`config.mk`:
```
export PLATFORM = sky130hd
export DESIGN_NAME = mem_access_arbiter_flat
export DESIGN_NICKNAME = d
export VERILOG_FILES = /design/src/rtl/mem_access_arbiter_if.sv /design/src/rtl/mem_access_arbiter.sv /design/src/flat_wrapper.sv
export SDC_FILE = /design/constraint.sdc
export NUM_CORES = 1
export LEC_CHECK = 0
export ABC_AREA = 1
export BUFFER_PORTS_ARGS = -buffer_cell sky130_fd_sc_hd__buf_2
export CAP_MARGIN = 20
export CORE_MARGIN = 2
export CORE_UTILIZATION = 25
export CTS_CLUSTER_SIZE = 20
export DETAILED_ROUTE_END_ITERATION = 12
export GPL_TIMING_DRIVEN = 0
export MAX_ROUTING_LAYER = met4
export PLACE_DENSITY = 0.56
export SYNTH_ARGS = -nofsm -noshare
export SYNTH_HDL_FRONTEND = slang
export SYNTH_SLANG_ARGS = --single-unit
```
`constraint.sdc`:
```
create_clock -name clk -period 1.6 [get_ports clk]
set_input_delay 0.16 -clock clk [delete_from_list [all_inputs] [get_ports clk]]
set_output_delay 0.16 -clock clk [all_outputs]
set_load 0.03 [all_outputs]
```
`src/rtl/mem_access_arbiter_if.sv`:
```
// Requester and memory-side signal bundle for mem_access_arbiter.
// The arbiter takes the slave view; requesters and the byte memory sit on the master side.
interface mem_access_arbiter_if #(
  parameter int DATA_W = 8,
  parameter int ADDR_W = 2
);
  logic              req0;
  logic              we0;
  logic [ADDR_W-1:0] addr0;
  logic [DATA_W-1:0] wdata0;
  logic              ack0;

  logic              req1;
  logic              we1;
  logic [ADDR_W-1:0] addr1;
  logic [DATA_W-1:0] wdata1;
  logic              ack1;

  logic [DATA_W-1:0] rdata;
  logic              busy;

  logic [DATA_W-1:0] mem_data;
  logic              mem_store;
  logic [ADDR_W-1:0] mem_addr;
  logic [DATA_W-1:0] mem_q;

  modport slave (
    input  req0, we0, addr0, wdata0,
    input  req1, we1, addr1, wdata1,
    input  mem_q,
    output ack0, ack1, rdata, busy,
    output mem_data, mem_store, mem_addr
  );

  modport master (
    output req0, we0, addr0, wdata0,
    output req1, we1, addr1, wdata1,
    output mem_q,
    input  ack0, ack1, rdata, busy,
    input  mem_data, mem_store, mem_addr
  );
endinterface

```
`src/rtl/mem_access_arbiter.sv`:
```
// Round-robin arbiter sharing a 4-byte level-sensitive memory between two requesters,
// sequencing writes as setup/strobe/hold so addr/data never move while store is high.
module mem_access_arbiter #(
  parameter int DATA_W = 8,
  parameter int ADDR_W = 2
) (
  input logic                 clk,
  input logic                 reset,
  mem_access_arbiter_if.slave bus
);

  typedef enum logic [2:0] {
    IDLE,
    SETUP,
    STROBE,
    HOLD,
    RSETTLE,
    RCAP,
    DONE
  } state_t;

  state_t            state_q, state_d;
  logic              gnt_id_q, gnt_id_d;
  logic              rr_last_q, rr_last_d;
  logic [ADDR_W-1:0] mem_addr_q, mem_addr_d;
  logic [DATA_W-1:0] mem_data_q, mem_data_d;
  logic [DATA_W-1:0] rdata_q, rdata_d;

  logic              win_id;
  logic              win_we;
  logic [ADDR_W-1:0] win_addr;
  logic [DATA_W-1:0] win_wdata;

  // On a tie the requester that did not win last time is served, which
  // makes grants strictly alternate when both requests are held.
  always_comb begin
    win_id = 1'b0;
    if (bus.req0 && bus.req1) begin
      win_id = ~rr_last_q;
    end else if (bus.req1) begin
      win_id = 1'b1;
    end
    win_we    = win_id ? bus.we1    : bus.we0;
    win_addr  = win_id ? bus.addr1  : bus.addr0;
    win_wdata = win_id ? bus.wdata1 : bus.wdata0;
  end

  always_comb begin
    state_d    = state_q;
    gnt_id_d   = gnt_id_q;
    rr_last_d  = rr_last_q;
    mem_addr_d = mem_addr_q;
    mem_data_d = mem_data_q;
    rdata_d    = rdata_q;

    unique case (state_q)
      IDLE: begin
        if (bus.req0 || bus.req1) begin
          gnt_id_d   = win_id;
          rr_last_d  = win_id;
          mem_addr_d = win_addr;
          mem_data_d = win_wdata;
          state_d    = win_we ? SETUP : RSETTLE;
        end
      end
      SETUP:   state_d = STROBE;
      STROBE:  state_d = HOLD;
      HOLD:    state_d = DONE;
      RSETTLE: state_d = RCAP;
      RCAP: begin
        rdata_d = bus.mem_q;
        state_d = DONE;
      end
      DONE:    state_d = IDLE;
      default: state_d = IDLE;
    endcase
  end

  always_ff @(posedge clk) begin
    if (reset) begin
      state_q    <= IDLE;
      gnt_id_q   <= 1'b0;
      rr_last_q  <= 1'b1;
      mem_addr_q <= '0;
      mem_data_q <= '0;
      rdata_q    <= '0;
    end else begin
      state_q    <= state_d;
      gnt_id_q   <= gnt_id_d;
      rr_last_q  <= rr_last_d;
      mem_addr_q <= mem_addr_d;
      mem_data_q <= mem_data_d;
      rdata_q    <= rdata_d;
    end
  end

  // Strobe, ack and busy are pure state decodes, so a reset edge drops them together.
  assign bus.mem_store = (state_q == STROBE);
  assign bus.ack0      = (state_q == DONE) && !gnt_id_q;
  assign bus.ack1      = (state_q == DONE) &&  gnt_id_q;
  assign bus.busy      = (state_q != IDLE);
  assign bus.mem_addr  = mem_addr_q;
  assign bus.mem_data  = mem_data_q;
  assign bus.rdata     = rdata_q;

endmodule

```
`src/flat_wrapper.sv`:
```
// flat-port wrapper written by rule: the top's interface ports become plain ports
module mem_access_arbiter_flat 
#(
  parameter int DATA_W = 8,
  parameter int ADDR_W = 2
)
  (clk, reset, bus_req0, bus_we0, bus_addr0, bus_wdata0, bus_req1, bus_we1, bus_addr1, bus_wdata1, bus_mem_q, bus_ack0, bus_ack1, bus_rdata, bus_busy, bus_mem_data, bus_mem_store, bus_mem_addr);
  mem_access_arbiter_if #(.DATA_W(DATA_W), .ADDR_W(ADDR_W)) bus_i ();
  input logic clk;
  input logic reset;
  input wire logic [$bits(bus_i.req0)-1:0] bus_req0;
  input wire logic [$bits(bus_i.we0)-1:0] bus_we0;
  input wire logic [$bits(bus_i.addr0)-1:0] bus_addr0;
  input wire logic [$bits(bus_i.wdata0)-1:0] bus_wdata0;
  input wire logic [$bits(bus_i.req1)-1:0] bus_req1;
  input wire logic [$bits(bus_i.we1)-1:0] bus_we1;
  input wire logic [$bits(bus_i.addr1)-1:0] bus_addr1;
  input wire logic [$bits(bus_i.wdata1)-1:0] bus_wdata1;
  input wire logic [$bits(bus_i.mem_q)-1:0] bus_mem_q;
  output wire logic [$bits(bus_i.ack0)-1:0] bus_ack0;
  output wire logic [$bits(bus_i.ack1)-1:0] bus_ack1;
  output wire logic [$bits(bus_i.rdata)-1:0] bus_rdata;
  output wire logic [$bits(bus_i.busy)-1:0] bus_busy;
  output wire logic [$bits(bus_i.mem_data)-1:0] bus_mem_data;
  output wire logic [$bits(bus_i.mem_store)-1:0] bus_mem_store;
  output wire logic [$bits(bus_i.mem_addr)-1:0] bus_mem_addr;
  assign bus_i.req0 = bus_req0;
  assign bus_i.we0 = bus_we0;
  assign bus_i.addr0 = bus_addr0;
  assign bus_i.wdata0 = bus_wdata0;
  assign bus_i.req1 = bus_req1;
  assign bus_i.we1 = bus_we1;
  assign bus_i.addr1 = bus_addr1;
  assign bus_i.wdata1 = bus_wdata1;
  assign bus_i.mem_q = bus_mem_q;
  assign bus_ack0 = bus_i.ack0;
  assign bus_ack1 = bus_i.ack1;
  assign bus_rdata = bus_i.rdata;
  assign bus_busy = bus_i.busy;
  assign bus_mem_data = bus_i.mem_data;
  assign bus_mem_store = bus_i.mem_store;
  assign bus_mem_addr = bus_i.mem_addr;
  mem_access_arbiter #(.DATA_W(DATA_W), .ADDR_W(ADDR_W)) u_core (.clk(clk), .reset(reset), .bus(bus_i));
endmodule
```
==> impl_results.md <==
* Ratio of cells with drive above 1 in the final layout at 27.9%
* Largest net degree at the start of global routing at 14
* Initial antenna violation count at 0
* Synth top area cells: dfxtp_1 (40%), nand2_1 (17%), nor2_1 (17%)
* Post-CTS setup buffer count at 0
* Die H at 71.8 um
* Cell Area, Synth at 1150 um2
* Synth async-reset ratio at 0%
* RSZ-0062 raised after global routing: false
* CP Class: flip-flop to primary output
* WL final at 2850 um
* Rel. slew slack at 67.4%
* Delay of the slowest critical-path stage at 470 ps
* Nets at 282
* Min-delay src: reset
* Slew Viols, Final at 0
* Crit-path max FO at 7
* I/O pin total at 56
* RePlAce Congestion at 0.726
* Dpl ws at 372 ps
* Register area share after synthesis at 40.0%
* Worst hold stages at 2
* Synth Instances at 188
* Status: finished clean
* Skew final at 6.35 ps
* Crit-path slowest cell: dfxtp_1
* # port buffers at 55
* Final Hold Fails at 0
* Area leader, netlist: dfxtp_1
* # diodes at 0
* Number of synthesized flops with an enable pin at 0
* Vias at 1,221
* Tot Pwr at 2.28 mW
* Clk buf depth at 2
* Post-DR vias/cell at 4.08
* CTS sink cnt at 23
* Final-report setup violation count at 0
* CP Cell Sequence: nand3_1, nor2_1, buf_2
* WP buf/inv at 1
* Worst endpoint data arrival time at 1180 ps
* Synth top area share at 40.0%
* First-pass GRT wire length at 4460 um
* Syn Nets at 222
* Worst Hold End: u_core.gnt_id_q$_SDFFE_PP0P_
* Die Wd at 71.8 um
* Detail Route Antenna Nets at 0
* Family with the most delay on the worst path: flip-flops
* # placed instances at 295
* FF-to-FF setup slack at 370 ps
* Unique masters post-synth at 16
* Avg WL per Cell at 9.54 um
* TritonCTS Buffers at 3
* Placeable Area at 4380 um2
* DIE AREA at 5160 um2
* Slew @ Worst Pin at 489 ps
* WHS at 82.3 ps
* Nature of the critical path startpoint: flip-flop
* Worst Hold Class: input pin to flip-flop
* Final HPWL DP at 2230 um
* Layout filler cell count at 515
* Worst vdd ir at 0.000421 V
* Crit end category: primary output
* Register bit total from synthesis at 23
* Gr usage total at 11.5%
* Leak pwr at 0.887 nW
* Post-Layout Cell Count at 299
* Fmax at 0.747 GHz
* Overflow after GRT at 0
* Max-cap viol count at 0
* Tmin final at 1340 ps
* Top FF cell, synth: dfxtp_1
* Initial Util at 26.2%
* Reg2reg end: u_core.bus.mem_addr[0]$_SDFFE_PP0P_
* Reg2reg path depth at 6
* Worst-Skew Late Latency at 260 ps
* CTS tree: done
* Final Cycle Share at 83.7%
* Area Overhead vs Synth at 33.6%
* Critical Path RT at 1440 ps
* H-tree depth at 1
* Post-CTS sizing at 0
* FF-to-FF Start: u_core.state_q[0]$_SDFFE_PP0P_
* Pwr Density at 1480 nW/um2
* Num rows at 24
* Synth cell count leaders: nand2_1 (52), nor2_1 (51), inv_1 (29)
* DRT iter0 DRCs at 54
* CTS Hold Bufs at 0
* Vias in the first global route at 999
* Post-route setup slack at 262 ps
* 1st-pass router iterations at 4
* Most common cell in the netlist: nand2_1
* Reg clk slew, reported paths at 80 ps
* Synth warn at 0
* CTS Root Cell: clkbuf_8
* Setup TNS Final at 0 ps
* Drt drc at 0
* Avg Inst Size Synth at 6.12 um2
==> metrics by stage <==
stage | utilization [%] | instance area [um2]
global route | 35.0 | 1540
detailed placement | 34.0 | 1490
CTS | 35.0 | 1540
finish | 35.0 | 1540
global placement | 34.0 | 1490
floorplan | - | 1150
==> worst reg2reg max path: cells and delay by family, from the launching register on <==
kind / cells / cell delay [ps]
simple gates: 6 / 760
flops: 1 / 370
==> layout by cell type (no fill, tap or decap) <==
master     n
nand3_1    6
inv_2      1
clkinv_2   1
nand2_1   52
buf_2     57
buf_6      1
a21oi_1    5
inv_1     29
nand4_1    1
dfxtp_1   23
nor2_1    51
clkbuf_8   3
nand3_2    2
o21ai_0    9
nor2_2     1
nand2_2    1
nor2_4     2
clkbuf_1   2
==> logic make-up after synthesis <==
logic type	synth area share (%)
compound gates	6.09
buf+inv	12.3
flops	40.0
simple gates	41.6
==> power breakdown <==
| group | internal, mW | switching, mW | leakage [nW] |
|---|---|---|---|
| registers | 0.722 | 0.101 | 0.189 |
| clock network | 0.174 | 0.186 | 0.0255 |
| logic | 0.355 | 0.741 | 0.672 |
| total | 1.25 | 1.03 | 0.887 |
==> how the worst max path moves through the flow <==
stage | from | end | depth (start not counted)
after floorplan | u_core.state_q[0]$_SDFFE_PP0P_ | u_core.bus.mem_addr[0]$_SDFFE_PP0P_ | 6
after global placement | u_core.state_q[0]$_SDFFE_PP0P_ | u_core.bus.mem_addr[0]$_SDFFE_PP0P_ | 6
after detailed placement | u_core.state_q[0]$_SDFFE_PP0P_ | u_core.bus.mem_addr[1]$_SDFFE_PP0P_ | 6
after CTS | u_core.state_q[2]$_SDFFE_PP0P_ | bus_ack0 | 3
after global routing | u_core.state_q[2]$_SDFFE_PP0P_ | bus_ack1 | 3
final | u_core.state_q[2]$_SDFFE_PP0P_ | bus_ack1 | 3
==> layout make-up <==
class,count,area (um2),share of cell area (%)
multi-input cells,130,548,35.7
flip-flops and latches,23,460,30.0
repair buffers,55,275,17.9
inverters,30,113,7.33
well taps,52,65.1,4.23
clock buffers,3,41.3,2.69
plain buffers,5,28.8,1.87
clock inverters,1,5.00,0.326
==> sequential cells by signal, summed over array words and instances (netlist names) <==
name / cells
u_core.rr_last_q: 1
u_core.bus.mem_addr: 2
u_core.state_q: 3
u_core.bus.rdata: 8
u_core.gnt_id_q: 1
u_core.bus.mem_data: 8
==> routing by layer <==
metal  track usage (%)  up-vias  share of wire (%)  routed length (um)
li1                  -      674                  -                   -
met1              15.3      516                 47                1350
met2              16.8       27                 45                1290
met3              2.39        4                5.6                 160
met4              5.03        0                1.6                  46
met5                 -        -                  0                   0
Note: power is estimated with default switching activity, not from simulation.
